[config.mk]
export PLATFORM = sky130hd
export DESIGN_NAME = sdram_port_arbiter
export DESIGN_NICKNAME = d
export VERILOG_FILES = /design/src/rtl/tc_mem_pkg.sv /design/src/rtl/sdram_port_arbiter_rr_pick3.sv /design/src/rtl/sdram_port_arbiter.sv
export SDC_FILE = /design/constraint.sdc
export NUM_CORES = 1
export LEC_CHECK = 0
export CAP_MARGIN = 10
export CORE_MARGIN = 2
export CORE_UTILIZATION = 34
export CTS_BUF_LIST = sky130_fd_sc_hd__clkbuf_4 sky130_fd_sc_hd__clkbuf_8
export CTS_CLUSTER_SIZE = 8
export DETAILED_ROUTE_END_ITERATION = 16
export GPL_TIMING_DRIVEN = 0
export PLACE_DENSITY = 0.81
export SETUP_SLACK_MARGIN = 0.3
export SYNTH_ARGS = -nofsm -noshare
export SYNTH_HDL_FRONTEND = slang
export SYNTH_SLANG_ARGS = --single-unit
[constraint.sdc]
create_clock -name clk_96M -period 2.1 [get_ports clk_96M]
set_input_delay 0.525 -clock clk_96M [delete_from_list [all_inputs] [get_ports clk_96M]]
set_output_delay 0.525 -clock clk_96M [all_outputs]
set_load 0.02 [all_outputs]
[src/rtl/tc_mem_pkg.sv]
// tc_mem_pkg
// Shared types for the SDRAM port arbiter of the M68000 core.
// Contents: 2-bit port index type, port index constants, arbiter FSM state
// enum, and the round-robin pointer advance helper.
package tc_mem_pkg;

  typedef logic [1:0] port_idx_t;

  localparam port_idx_t PORT_DL  = 2'd0;
  localparam port_idx_t PORT_CPU = 2'd1;
  localparam port_idx_t PORT_SND = 2'd2;
  localparam port_idx_t PORT_GFX = 2'd3;

  typedef enum logic [1:0] {
    ST_IDLE = 2'd0,
    ST_BUSY = 2'd1,
    ST_DONE = 2'd2
  } arb_state_t;

  // The pointer moves to the port after the winner, wrapping gfx back to cpu.
  function automatic port_idx_t rr_next(input port_idx_t winner);
    port_idx_t nxt;
    if (winner == PORT_GFX) begin
      nxt = PORT_CPU;
    end else begin
      nxt = port_idx_t'(winner + 2'd1);
    end
    return nxt;
  endfunction

endpackage

[src/rtl/sdram_port_arbiter_rr_pick3.sv]
// rr_pick3
// Combinational round-robin picker for the three read ports.
// Ports:
//   req   - request bits, bit0 = cpu (port 1), bit1 = sound (2), bit2 = gfx (3)
//   ptr   - port index (1..3) that has first claim this round
//   grant - one-hot grant, same bit order as req
//   valid - at least one request present
module rr_pick3
  import tc_mem_pkg::*;
(
  input  logic [2:0] req,
  input  logic [1:0] ptr,
  output logic [2:0] grant,
  output logic       valid
);

  // Search starting at ptr and wrapping; an out-of-range pointer behaves as cpu.
  always_comb begin
    grant = 3'b000;
    valid = |req;
    case (ptr)
      PORT_SND: begin
        if (req[1]) begin
          grant = 3'b010;
        end else if (req[2]) begin
          grant = 3'b100;
        end else if (req[0]) begin
          grant = 3'b001;
        end else begin
          grant = 3'b000;
        end
      end
      PORT_GFX: begin
        if (req[2]) begin
          grant = 3'b100;
        end else if (req[0]) begin
          grant = 3'b001;
        end else if (req[1]) begin
          grant = 3'b010;
        end else begin
          grant = 3'b000;
        end
      end
      default: begin
        if (req[0]) begin
          grant = 3'b001;
        end else if (req[1]) begin
          grant = 3'b010;
        end else if (req[2]) begin
          grant = 3'b100;
        end else begin
          grant = 3'b000;
        end
      end
    endcase
  end

endmodule

[src/rtl/sdram_port_arbiter.sv]
// sdram_port_arbiter
// Shares the single SDRAM controller port between ROM download writes
// (port 0, absolute priority) and three read requesters served round-robin
// (1 = 68000 program, 2 = Z80 sound ROM, 3 = gfx/sprite ROM). One
// transaction at a time: IDLE picks, BUSY waits for mem_ack, DONE pulses ack.
// Ports:
//   clk_96M, reset         - SDRAM clock, synchronous active-high reset
//   dl_active              - download in progress, only port 0 may be granted
//   p0_req/addr/wdata/be   - download write request, p0_ack completion pulse
//   pN_req/addr (N=1..3)   - read requests, pN_rdata/pN_ack read results
//   mem_req/we/addr/wdata/be - registered request to SDRAM controller
//   mem_ack/mem_rdata      - controller completion and read data
module sdram_port_arbiter
  import tc_mem_pkg::*;
#(
  parameter int AW = 24,
  parameter int DW = 16
) (
  input  logic            clk_96M,
  input  logic            reset,
  input  logic            dl_active,
  input  logic            p0_req,
  input  logic [AW-1:0]   p0_addr,
  input  logic [DW-1:0]   p0_wdata,
  input  logic [DW/8-1:0] p0_be,
  output logic            p0_ack,
  input  logic            p1_req,
  input  logic [AW-1:0]   p1_addr,
  output logic [DW-1:0]   p1_rdata,
  output logic            p1_ack,
  input  logic            p2_req,
  input  logic [AW-1:0]   p2_addr,
  output logic [DW-1:0]   p2_rdata,
  output logic            p2_ack,
  input  logic            p3_req,
  input  logic [AW-1:0]   p3_addr,
  output logic [DW-1:0]   p3_rdata,
  output logic            p3_ack,
  output logic            mem_req,
  output logic            mem_we,
  output logic [AW-1:0]   mem_addr,
  output logic [DW-1:0]   mem_wdata,
  output logic [DW/8-1:0] mem_be,
  input  logic            mem_ack,
  input  logic [DW-1:0]   mem_rdata
);

  arb_state_t    state_r;
  port_idx_t     grant_r;
  port_idx_t     rr_ptr_r;
  logic [2:0]    rd_req_s;
  logic [2:0]    pick_oh_s;
  logic          pick_valid_s;
  port_idx_t     pick_idx_s;
  logic [AW-1:0] pick_addr_s;

  assign rd_req_s = {p3_req, p2_req, p1_req};

  rr_pick3 u_pick (
    .req   (rd_req_s),
    .ptr   (rr_ptr_r),
    .grant (pick_oh_s),
    .valid (pick_valid_s)
  );

  // Turn the one-hot read grant into a port index and its address.
  always_comb begin
    pick_idx_s  = PORT_CPU;
    pick_addr_s = p1_addr;
    case (pick_oh_s)
      3'b010: begin
        pick_idx_s  = PORT_SND;
        pick_addr_s = p2_addr;
      end
      3'b100: begin
        pick_idx_s  = PORT_GFX;
        pick_addr_s = p3_addr;
      end
      default: begin
        pick_idx_s  = PORT_CPU;
        pick_addr_s = p1_addr;
      end
    endcase
  end

  // Arbiter FSM; every output toward requesters and controller is registered.
  always_ff @(posedge clk_96M) begin
    if (reset) begin
      state_r   <= ST_IDLE;
      grant_r   <= PORT_DL;
      rr_ptr_r  <= PORT_CPU;
      mem_req   <= 1'b0;
      mem_we    <= 1'b0;
      mem_addr  <= {AW{1'b0}};
      mem_wdata <= {DW{1'b0}};
      mem_be    <= {(DW/8){1'b0}};
      p0_ack    <= 1'b0;
      p1_ack    <= 1'b0;
      p2_ack    <= 1'b0;
      p3_ack    <= 1'b0;
      p1_rdata  <= {DW{1'b0}};
      p2_rdata  <= {DW{1'b0}};
      p3_rdata  <= {DW{1'b0}};
    end else begin
      case (state_r)
        ST_IDLE: begin
          // Download writes win even when dl_active is low.
          if (p0_req) begin
            mem_req   <= 1'b1;
            mem_we    <= 1'b1;
            mem_addr  <= p0_addr;
            mem_wdata <= p0_wdata;
            mem_be    <= p0_be;
            grant_r   <= PORT_DL;
            state_r   <= ST_BUSY;
          end else if (!dl_active && pick_valid_s) begin
            mem_req   <= 1'b1;
            mem_we    <= 1'b0;
            mem_addr  <= pick_addr_s;
            mem_wdata <= {DW{1'b0}};
            mem_be    <= {(DW/8){1'b1}};
            grant_r   <= pick_idx_s;
            rr_ptr_r  <= rr_next(pick_idx_s);
            state_r   <= ST_BUSY;
          end else begin
            state_r <= ST_IDLE;
          end
        end
        ST_BUSY: begin
          // An ack in the first BUSY cycle is a valid completion.
          if (mem_ack) begin
            mem_req <= 1'b0;
            state_r <= ST_DONE;
            case (grant_r)
              PORT_DL: begin
                p0_ack <= 1'b1;
              end
              PORT_CPU: begin
                p1_ack   <= 1'b1;
                p1_rdata <= mem_rdata;
              end
              PORT_SND: begin
                p2_ack   <= 1'b1;
                p2_rdata <= mem_rdata;
              end
              PORT_GFX: begin
                p3_ack   <= 1'b1;
                p3_rdata <= mem_rdata;
              end
              default: begin
                p0_ack <= 1'b0;
              end
            endcase
          end else begin
            state_r <= ST_BUSY;
          end
        end
        ST_DONE: begin
          // The acked port still shows its old req here, so no arbitration.
          p0_ack  <= 1'b0;
          p1_ack  <= 1'b0;
          p2_ack  <= 1'b0;
          p3_ack  <= 1'b0;
          state_r <= ST_IDLE;
        end
        default: begin
          mem_req <= 1'b0;
          state_r <= ST_IDLE;
        end
      endcase
    end
  end

endmodule

# ---- Word-level counts from Yosys, hierarchy flattened
# Cells that the tools add are included.
dict set report classes {
  n_eq_ne 16
  bitwise 2
  n_addsub 1
  n_reduce_logical 17
  n_mux 43
}
# op n
set ops {}
lappend ops {{$mux 24} 2}
lappend ops {{$pmux 24 s2} 1}
lappend ops {{$mux 16} 2}
lappend ops {{$reduce_and 3->1} 9}
lappend ops {{$mux 3} 7}
lappend ops {{$mux 1} 16}
lappend ops {{$mux 2} 7}
lappend ops {{$eq 2x2->1 const B} 6}
lappend ops {{$ne 2x1->1 const B} 4}
lappend ops {{$pmux 1 s2} 4}
lappend ops {{$pmux 2 s2} 2}
lappend ops {{$pmux 3 s2} 1}
lappend ops {{$eq 2x1->1 const B} 2}
lappend ops {{$logic_not 2->1} 2}
lappend ops {{$reduce_bool 2->1} 2}
lappend ops {{$eq 3x2->1 const B} 1}
lappend ops {{$eq 3x3->1 const B} 1}
lappend ops {{$ne 3x3->1 const B} 1}
lappend ops {{$pmux 1 s3} 1}
lappend ops {{$reduce_or 3->1} 1}
lappend ops {{$add 2x1->2 const B} 1}
lappend ops {{$ne 2x2->1 const B} 1}
lappend ops {{$not 1->1} 2}
lappend ops {{$reduce_and 2->1} 1}
lappend ops {{other kinds (2)} 2}
dict set report word_totals {
  register_bits 102
  output_inout_bits 96
  wordCells 94
  input_bits 138
}

# ---- Longest topological paths before layout
# Gate-level depths: netlist (run 1).
dict set report depth {
  depth_word 8
  depth_mapped 7
  mapped_depth_nobuf 4
}

# ---- Modules after synthesis
# From an unflattened synthesis (run 1), not the netlist that was laid out.
dict set report unflattened {
  hier_cells 513
  hier_area_um2 4420.5
}
# module area_each_um2 seq_area_each_um2 cells_per_inst instances
set by_module_without_submodules {}
lappend by_module_without_submodules {sdram_port_arbiter 4351.7 2042.0 503 1}
lappend by_module_without_submodules {rr_pick3 68.8 0.0 10 1}

# ---- Least setup slack after synthesis (run 1)
# Ideal clock, no wire load.
dict set report synth_path {
  path_kind {in2reg}
  start {input port p0_req}
  end {register grant_r[1]}
  path_slack_ps 231
  required_ps 1972
  setup_ps 128
  t_arrival_ps 1741
  path_buffers 3
  stages 7
  cell_sequence {buf_2 -> nor4_1 -> or4_1 -> buf_2 -> buf_2 -> a22oi_1 -> nor2_1}
}
dict set report synth_between {
  elab_chain_len 2
}
# element line_no
set synth_lines {}
lappend synth_lines {{start, declared} sdram_port_arbiter.sv:22} ;# input logic p0_req,
lappend synth_lines {{$reduce_bool 2->1 (no source line)} n/a}
lappend synth_lines {{$reduce_and 2->1 (no source line)} n/a}
lappend synth_lines {{end signal, assigned} sdram_port_arbiter.sv:122} ;# grant_r <= pick_idx_s;
lappend synth_lines {{end, declared} sdram_port_arbiter.sv:49} ;# port_idx_t grant_r;
# Several ways; a longest one is shown, not always the timed one.
# A chain may end at the register's enable or synchronous reset.

# ---- Final worst setup path (run 1)
dict set report layout_path {
  start {input port dl_active}
  end {register mem_wdata[12]}
}
dict set report layout_between {
  elab_chain_len 4
}
# element line_no
set layout_lines {}
lappend layout_lines {{start, declared} sdram_port_arbiter.sv:21} ;# input logic dl_active,
lappend layout_lines {{$logic_not 1->1} sdram_port_arbiter.sv:116} ;# end else if (!dl_active && pick_valid_s) begin
lappend layout_lines {{$logic_and 1x1->1} sdram_port_arbiter.sv:116}
lappend layout_lines {{$reduce_bool 2->1 (no source line)} n/a}
lappend layout_lines {{$reduce_and 2->1 (no source line)} n/a}
lappend layout_lines {{end signal, assigned} sdram_port_arbiter.sv:95} ;# mem_wdata <= {DW{1'b0}};
lappend layout_lines {{end signal, assigned} sdram_port_arbiter.sv:112} ;# mem_wdata <= p0_wdata;
lappend layout_lines {{end signal, assigned} sdram_port_arbiter.sv:120} ;# mem_wdata <= {DW{1'b0}};
lappend layout_lines {{end, declared} sdram_port_arbiter.sv:42} ;# output logic [DW-1:0] mem_wdata,
# Every way passes these cells.

==> results of run 1 <==
power by group through the flow:
stage | registers, mW | logic [mW] | clock network (mW)
detailed placement | 2.12 | 1.04 | 0
finish | 2.08 | 1.01 | 1.31
global route | 2.09 | 1.08 | 1.41
floorplan | 2.21 | 0.378 | 0
CTS | 2.07 | 1.01 | 1.34
global placement | 2.12 | 1.02 | 0
cell families (layout without fill, tap and decap cells):
kind of cell           count (synthesis)  in the layout
and+or+nand+nor                      171            171
AOI/OAI and AO/OA                    126            126
DFF                                  102            102
buffers and inverters                 47            298
muxes                                 32             32
other                                  0              1
routing by layer:
layer / GRT usage / wire length [µm] / vias up
met1: 0.223 / 5940 / 2255
li1: - / - / 2248
met2: 0.400 / 8240 / 233
met3: 0.0819 / 1570 / 30
met5: 0 / 13 / -
met4: 0.0841 / 420 / 2
metrics by stage:
stage	setup WS (ps)	hold WS (ps)	util	setup TNS [ps]
after floorplan	272	475	-	0
after global placement	-566	441	0.540	-28020
after detailed placement	-624	449	0.540	-33290
after CTS	291	460	0.554	0
after global routing	290	475	0.556	0
final	340	459	0.556	0
cell usage after synthesis (all sizes together):
cell type,number,area (µm²)
dfxtp,102,2040
nor2,64,243
a221o,42,420
nand2,40,150
mux2i,32,320
a21oi,25,125
buf,25,151
nand2b,23,144
a32o,22,220
a22oi,19,143
clkbuf,18,67.6
nor2b,13,81.3
and2b,12,90.1
nor3,6,30.0
inv,4,15.0
nor3b,3,22.5
a21o,2,15.0
a221oi,2,17.5
a311oi,2,17.5
a31oi,2,12.5
nand3b,2,15.0
nor4,2,18.8
o211ai,2,15.0
o21ai,2,10.0
a2111oi,1,8.76
a211oi,1,7.51
a21bo,1,10.0
a2bb2oi,1,8.76
a31o,1,8.76
and2,1,6.26
and3,1,6.26
and3b,1,8.76
nand3,1,5.00
nor4b,1,23.8
o2bb2ai,1,8.76
or4,1,7.51
timing repair:
item / 4_1_cts / 5_1_grt
pin swaps: 2 / 0
endpoints found under the setup margin: 176 / 66
gates resized for setup: 133 / 22
setup buffers: 3 / 0
critical path, cell delays in order:
cell           delay [ps]
dlygate4sd2_1         280
nor2b_1               180
or4_1                 420
buf_6                 160
buf_4                 170
a22oi_1               200
nor2_1                 60
how the worst min path moves through the flow:
stage | startpoint | end | slack (ps) | cells past startpoint
after floorplan | grant_r[0]$_SDFFE_PP0P_ | grant_r[0]$_SDFFE_PP0P_ | 470 | 2
after global placement | p3_rdata[13]$_SDFFE_PP0P_ | p3_rdata[13]$_SDFFE_PP0P_ | 440 | 2
after detailed placement | p3_rdata[13]$_SDFFE_PP0P_ | p3_rdata[13]$_SDFFE_PP0P_ | 450 | 2
after CTS | p3_rdata[13]$_SDFFE_PP0P_ | p3_rdata[13]$_SDFFE_PP0P_ | 460 | 2
after global routing | p3_rdata[13]$_SDFFE_PP0P_ | p3_rdata[13]$_SDFFE_PP0P_ | 480 | 2
final | mem_req$_SDFFE_PP0P_ | mem_req$_SDFFE_PP0P_ | 460 | 2
state kept, by name, summed over array words and instances (netlist names):
signal     cells
grant_r        2
mem_addr      24
mem_be         2
mem_req        1
mem_wdata     16
mem_we         1
p0_ack         1
p1_ack         1
p1_rdata      16
p2_ack         1
p2_rdata      16
p3_ack         1
p3_rdata      16
rr_ptr_r       2
state_r        2
layout make-up:
cell class / instances / area share
Multi-Input combinational cell: 329 / 0.313
Timing Repair Buffer: 235 / 0.304
Sequential cell: 102 / 0.281
Buffer: 43 / 0.0411
Tap cell: 176 / 0.0303
Clock buffer: 12 / 0.0210
Clock inverter: 4 / 0.00740
Inverter: 4 / 0.00207
Antenna cell: 1 / 0.000344
layout by cell type, fill, tap and decap left out, types with 3 or more instances in the layout:
| master | Yosys | routed |
|---|---|---|
| dlygate4sd2_1 | 0 | 98 |
| clkbuf_8 | 0 | 10 |
| a221o_1 | 42 | 42 |
| and2b_1 | 12 | 12 |
| a21oi_1 | 25 | 25 |
| buf_6 | 2 | 10 |
| mux2i_1 | 32 | 32 |
| clkdlybuf4s50_1 | 0 | 131 |
| inv_1 | 4 | 4 |
| nor3b_1 | 3 | 3 |
| nand2_1 | 40 | 40 |
| nor3_1 | 6 | 6 |
| clkbuf_2 | 0 | 12 |
| nand2b_1 | 23 | 23 |
| a22oi_1 | 19 | 16 |
| buf_2 | 16 | 8 |
| nor2b_1 | 13 | 13 |
| dfxtp_1 | 102 | 100 |
| a32o_1 | 22 | 21 |
| clkbuf_4 | 0 | 4 |
| a22oi_2 | 0 | 3 |
| nor2_1 | 63 | 63 |
| buf_4 | 6 | 10 |
| clkbuf_1 | 18 | 6 |
==> flow_metrics.tcl, run 1 <==
set metrics [dict create \
    outcome "complete, no violations" \
    cp.arrival_ps 2000 \
    initial_utilization 0.344 \
    ant_nets 0 \
    swShare 0.280 \
    ys_seq_elements 102 \
    grt_remaining_overflow 0 \
    fmax_mhz 568 \
    routed_wirelength_um 16200 \
    p_leak_nw 3.09 \
    hold_viol 0 \
    insertion_delay_ps 360 \
    fillers 1172 \
    max_slew.worst_pin.slew_ps 508 \
    coreArea_um2 13100 \
    cts_tree "done" \
    fin_nets 862 \
    final-setup-viol-count 0 \
    holdCritPathClass "reg -> reg" \
    syn_avg_cell_area_um2 9.41 \
    crit_type "in -> reg" \
    finalInstanceArea_um2 7270 \
    internal-power_mw 3.17 \
    grt_pass1_vias 4885 \
    clock_path_buffers 2 \
    cts_sinks 102 \
    synth_top_family_by_area "compound AO/OA/AOI/OAI gates" \
    drt-pass1-iter-count 5 \
    wl_per_cell_um 17.9 \
    clockRootBuffer "clkbuf_8" \
    synthSimpleGateAreaFrac 0.189 \
    drive_above_1_share 0.0974 \
    yosys_warnings 0 \
    finalMaxSlewViolations 0 \
    final_cell_count_no_fill 906 \
    cp.required_ps 2340 \
    rsz0062_at_grt "no" \
    fin_crit_ps 1760 \
    synthAdderAreaFrac 0 \
    start_kind "input port" \
    viasPerCell 5.26 \
    dr.first_iter.drc_count 244 \
    gp_congestion 0.806 \
    endpoint "mem_wdata[12]$_SDFFE_PP0P_" \
    endpoint_kind "flip-flop" \
    finalCritPeriodShare 0.838 \
    worstPathMaxFanout 10 \
    hpwlAfterDp_um 12800 \
    port_buffers 232 \
    drc 0 \
    skew_ps 11.4 \
    multiInputGateArea_um2 2270 \
    grt_max_degree 17 \
    area_delta_synth_final_pct 61.7 \
    synth_seq_area_share 0.454 \
    synth_mux_area_frac 0.0712 \
    netlist_instances 478 \
    numCtsBuffers 9 \
    finalPower_mw 4.40 \
    rr_worst_depth 6 \
    synth_compound_area_frac 0.233 \
    p_comb_frac 0.230 \
    antenna_found_initial 2 \
    drv_cap 0 \
    dieArea_um2 14200 \
    die_h_um 119 \
    r2r-end "mem_wdata[12]$_SDFFE_PP0P_" \
    cp-startpoint "dl_active" \
    fp.dieW_um 119 \
    power_density_nw_per_um2 605 \
    synth.distinct_cells 41 \
    seqCellArea_um2 2040 \
    p_sw_mw 1.23 \
    grt_pass1_wl_um 24500 \
    syn_area_um2 4500 \
    crit-reg2reg-launch "state_r[0]$_SDFF_PP0_" \
    worst-r2r-setup-slack_ps 390 \
    route.vias.total 4768 \
    seqPwrFrac 0.472 \
    placed_area_um2 7070 \
    max-vdd-ir-drop_mv 0.271 \
    clk_pin_slew_ps 100 \
    num_rows 42 \
    clkPwrFrac 0.297 \
    synth_nets 616 \
    slew_headroom 0.660 \
    globalRouteTotalUtil 0.218 \
    postCtsHoldBufs 0 \
    num_io_pins 234 \
    htree_levels 3 \
    synthXorXnorAreaFrac 0 \
    dpl.cell_count 886 \
]
Note: power is estimated with default switching activity, not from simulation.
==> run 2, diff against run 1 <==
clock period = 1.7 ns   (was 2.1 ns; I/O delays follow)
==> run 2 against run 1 <==
Effect of this change: combinational power increased by 37%; global-route usage increased by 0.86 points; core utilization increased by 2.2 points; critical endpoint is now mem_addr[16]$_SDFFE_PP0P_.
==> flow_metrics.tcl, run 2 (same netlist as run 1, synthesis figures left out) <==
set metrics [dict create \
    rsz0062_at_grt "yes" \
    max_slew.worst_pin.slew_ps 468 \
    p_sw_mw 1.62 \
    cp.arrival_ps 1940 \
    power_density_nw_per_um2 734 \
    skew_ps 17.1 \
    dr.first_iter.drc_count 279 \
    grt_pass1_wl_um 25600 \
    start_kind "flip-flop" \
    grt_max_degree 18 \
    fin_crit_ps 1680 \
    coreArea_um2 13100 \
    p_comb_frac 0.249 \
    globalRouteTotalUtil 0.227 \
    holdCritPathClass "in -> reg" \
    slowest_delay_ps 350 \
    port_buffers 232 \
    fmax_mhz 595 \
    drt-pass1-iter-count 4 \
    preCtsSetupSlack_ps -958 \
    clockRootBuffer "clkbuf_8" \
    cpLargestDelayFamily "compound AO/OA/AOI/OAI gates" \
    viasPerCell 5.25 \
    outcome "complete, no violations" \
    area_delta_synth_final_pct 68.0 \
    fin_nets 885 \
    slew_headroom 0.688 \
    route.vias.total 4866 \
    worst_path_most_repeated_cell "a221o_1" \
    insertion_delay_ps 370 \
    routed_wirelength_um 16500 \
    cts_sinks 102 \
    grt_remaining_overflow 0 \
    postCtsHoldBufs 0 \
    finalCritPeriodShare 0.988 \
    setup_ws_ps 20.1 \
    die_h_um 119 \
    antenna_found_initial 0 \
    hold_viol 0 \
    endpoint_kind "flip-flop" \
    largest_register_ffs 24 \
    layout_commonest_cell "clkdlybuf4s50_1" \
    ant_nets 0 \
    regMostFlops "mem_addr" \
    final-setup-viol-count 0 \
    crit_type "reg -> reg" \
    drc 0 \
    htree_levels 3 \
    num_antenna_cells 0 \
    finalMaxSlewViolations 0 \
    numCtsBuffers 9 \
    gp_congestion 0.840 \
    cp.required_ps 1960 \
    wl_per_cell_um 17.8 \
    layout_common_cells "clkdlybuf4s50_1 (130), buf_2 (98), dfxtp_1 (95)" \
    worstPathMaxFanout 6 \
    num_io_pins 234 \
    tns_ps 0 \
    final_core_util 0.577 \
    internal-power_mw 3.93 \
    path_buf_inv 1 \
    p_leak_nw 3.10 \
    max-vdd-ir-drop_mv 0.305 \
    drv_cap 0 \
    clkPwrFrac 0.287 \
    finalPower_mw 5.55 \
    swShare 0.292 \
    num_rows 42 \
    cpMaxStageDelayCell "dfxtp_2" \
    initial_utilization 0.344 \
    drive_above_1_share 0.324 \
    fp.dieW_um 119 \
    cts_tree "done" \
    clock_path_buffers 2 \
    dieArea_um2 14200 \
    crit_chain "a21bo_4, buf_6, a221o_1, a221o_1, a32o_1" \
    seqPwrFrac 0.464 \
    grt_pass1_vias 5095 \
    hpwlAfterDp_um 12400 \
    clk_pin_slew_ps 100 \
]
[run 2: cell count changes in the layout (fill, tap and decap cells not counted), moves of 8 or more]
cell	change
a21oi_1	-9
a21oi_2	+8
a22oi_1	-14
a22oi_2	+14
buf_2	+90
buf_4	+11
buf_6	+9
dlygate4sd2_1	-96
[run 2: power by group through the flow]
stage | combinational [mW] | clock, mW | sequential, mW
floorplan | 0.523 | 0 | 2.74
global placement | 1.32 | 0 | 2.62
detailed placement | 1.35 | 0 | 2.63
CTS | 1.33 | 1.62 | 2.57
global route | 1.47 | 1.72 | 2.59
finish | 1.38 | 1.59 | 2.57
[run 2: final cells by class]
| cell class | count | area [µm²] |
|---|---|---|
| clock buffers | 9 | 124 |
| fillers | 1159 | 5530 |
| clock inverters | 6 | 71.3 |
| well taps | 176 | 220 |
| flip-flops and latches | 102 | 2050 |
| repair buffers | 258 | 2140 |
| plain buffers | 43 | 419 |
| inverters | 4 | 15.0 |
| multi-input cells | 329 | 2510 |
[run 2: timing repair]
item / 4_1_cts / 5_1_grt
endpoints found under the setup margin: 198 / 101
pin swaps: 9 / 12
endpoints found under the hold margin: 0 / 0
cloned: 3 / 2
resized for setup: 454 / 55
setup buffers: 16 / 5
[run 2: path summary, 6_finish.rpt]
kind              slack [ps]                      from                        end  depth (start not counted)
hold / removal           460                   mem_ack      state_r[0]$_SDFF_PP0_                          2
setup / recovery          20  rr_ptr_r[0]$_SDFFE_PP1P_  mem_addr[16]$_SDFFE_PP0P_                          5
hold reg to reg          460  p3_rdata[4]$_SDFFE_PP0P_   p3_rdata[4]$_SDFFE_PP0P_                          2
setup reg to reg          20  rr_ptr_r[0]$_SDFFE_PP1P_  mem_addr[16]$_SDFFE_PP0P_                          5
[run 2: stage by stage]
stage / cells / area [µm²] / hold slack (ps)
after floorplan: 478 / 4690 / 458
after global placement: 886 / 7230 / 445
after detailed placement: 886 / 7230 / 452
after CTS: 920 / 7360 / 437
after global routing: 927 / 7550 / 490
final: 927 / 7550 / 460
[run 2: layer usage]
layer	part of all wire	vias to the layer above	wire (µm)	track usage
met5	0	-	0	0
met2	0.50	206	8350	0.413
met1	0.39	2327	6480	0.242
li1	-	2300	-	-
met3	0.078	33	1290	0.0718
met4	0.026	0	426	0.0878
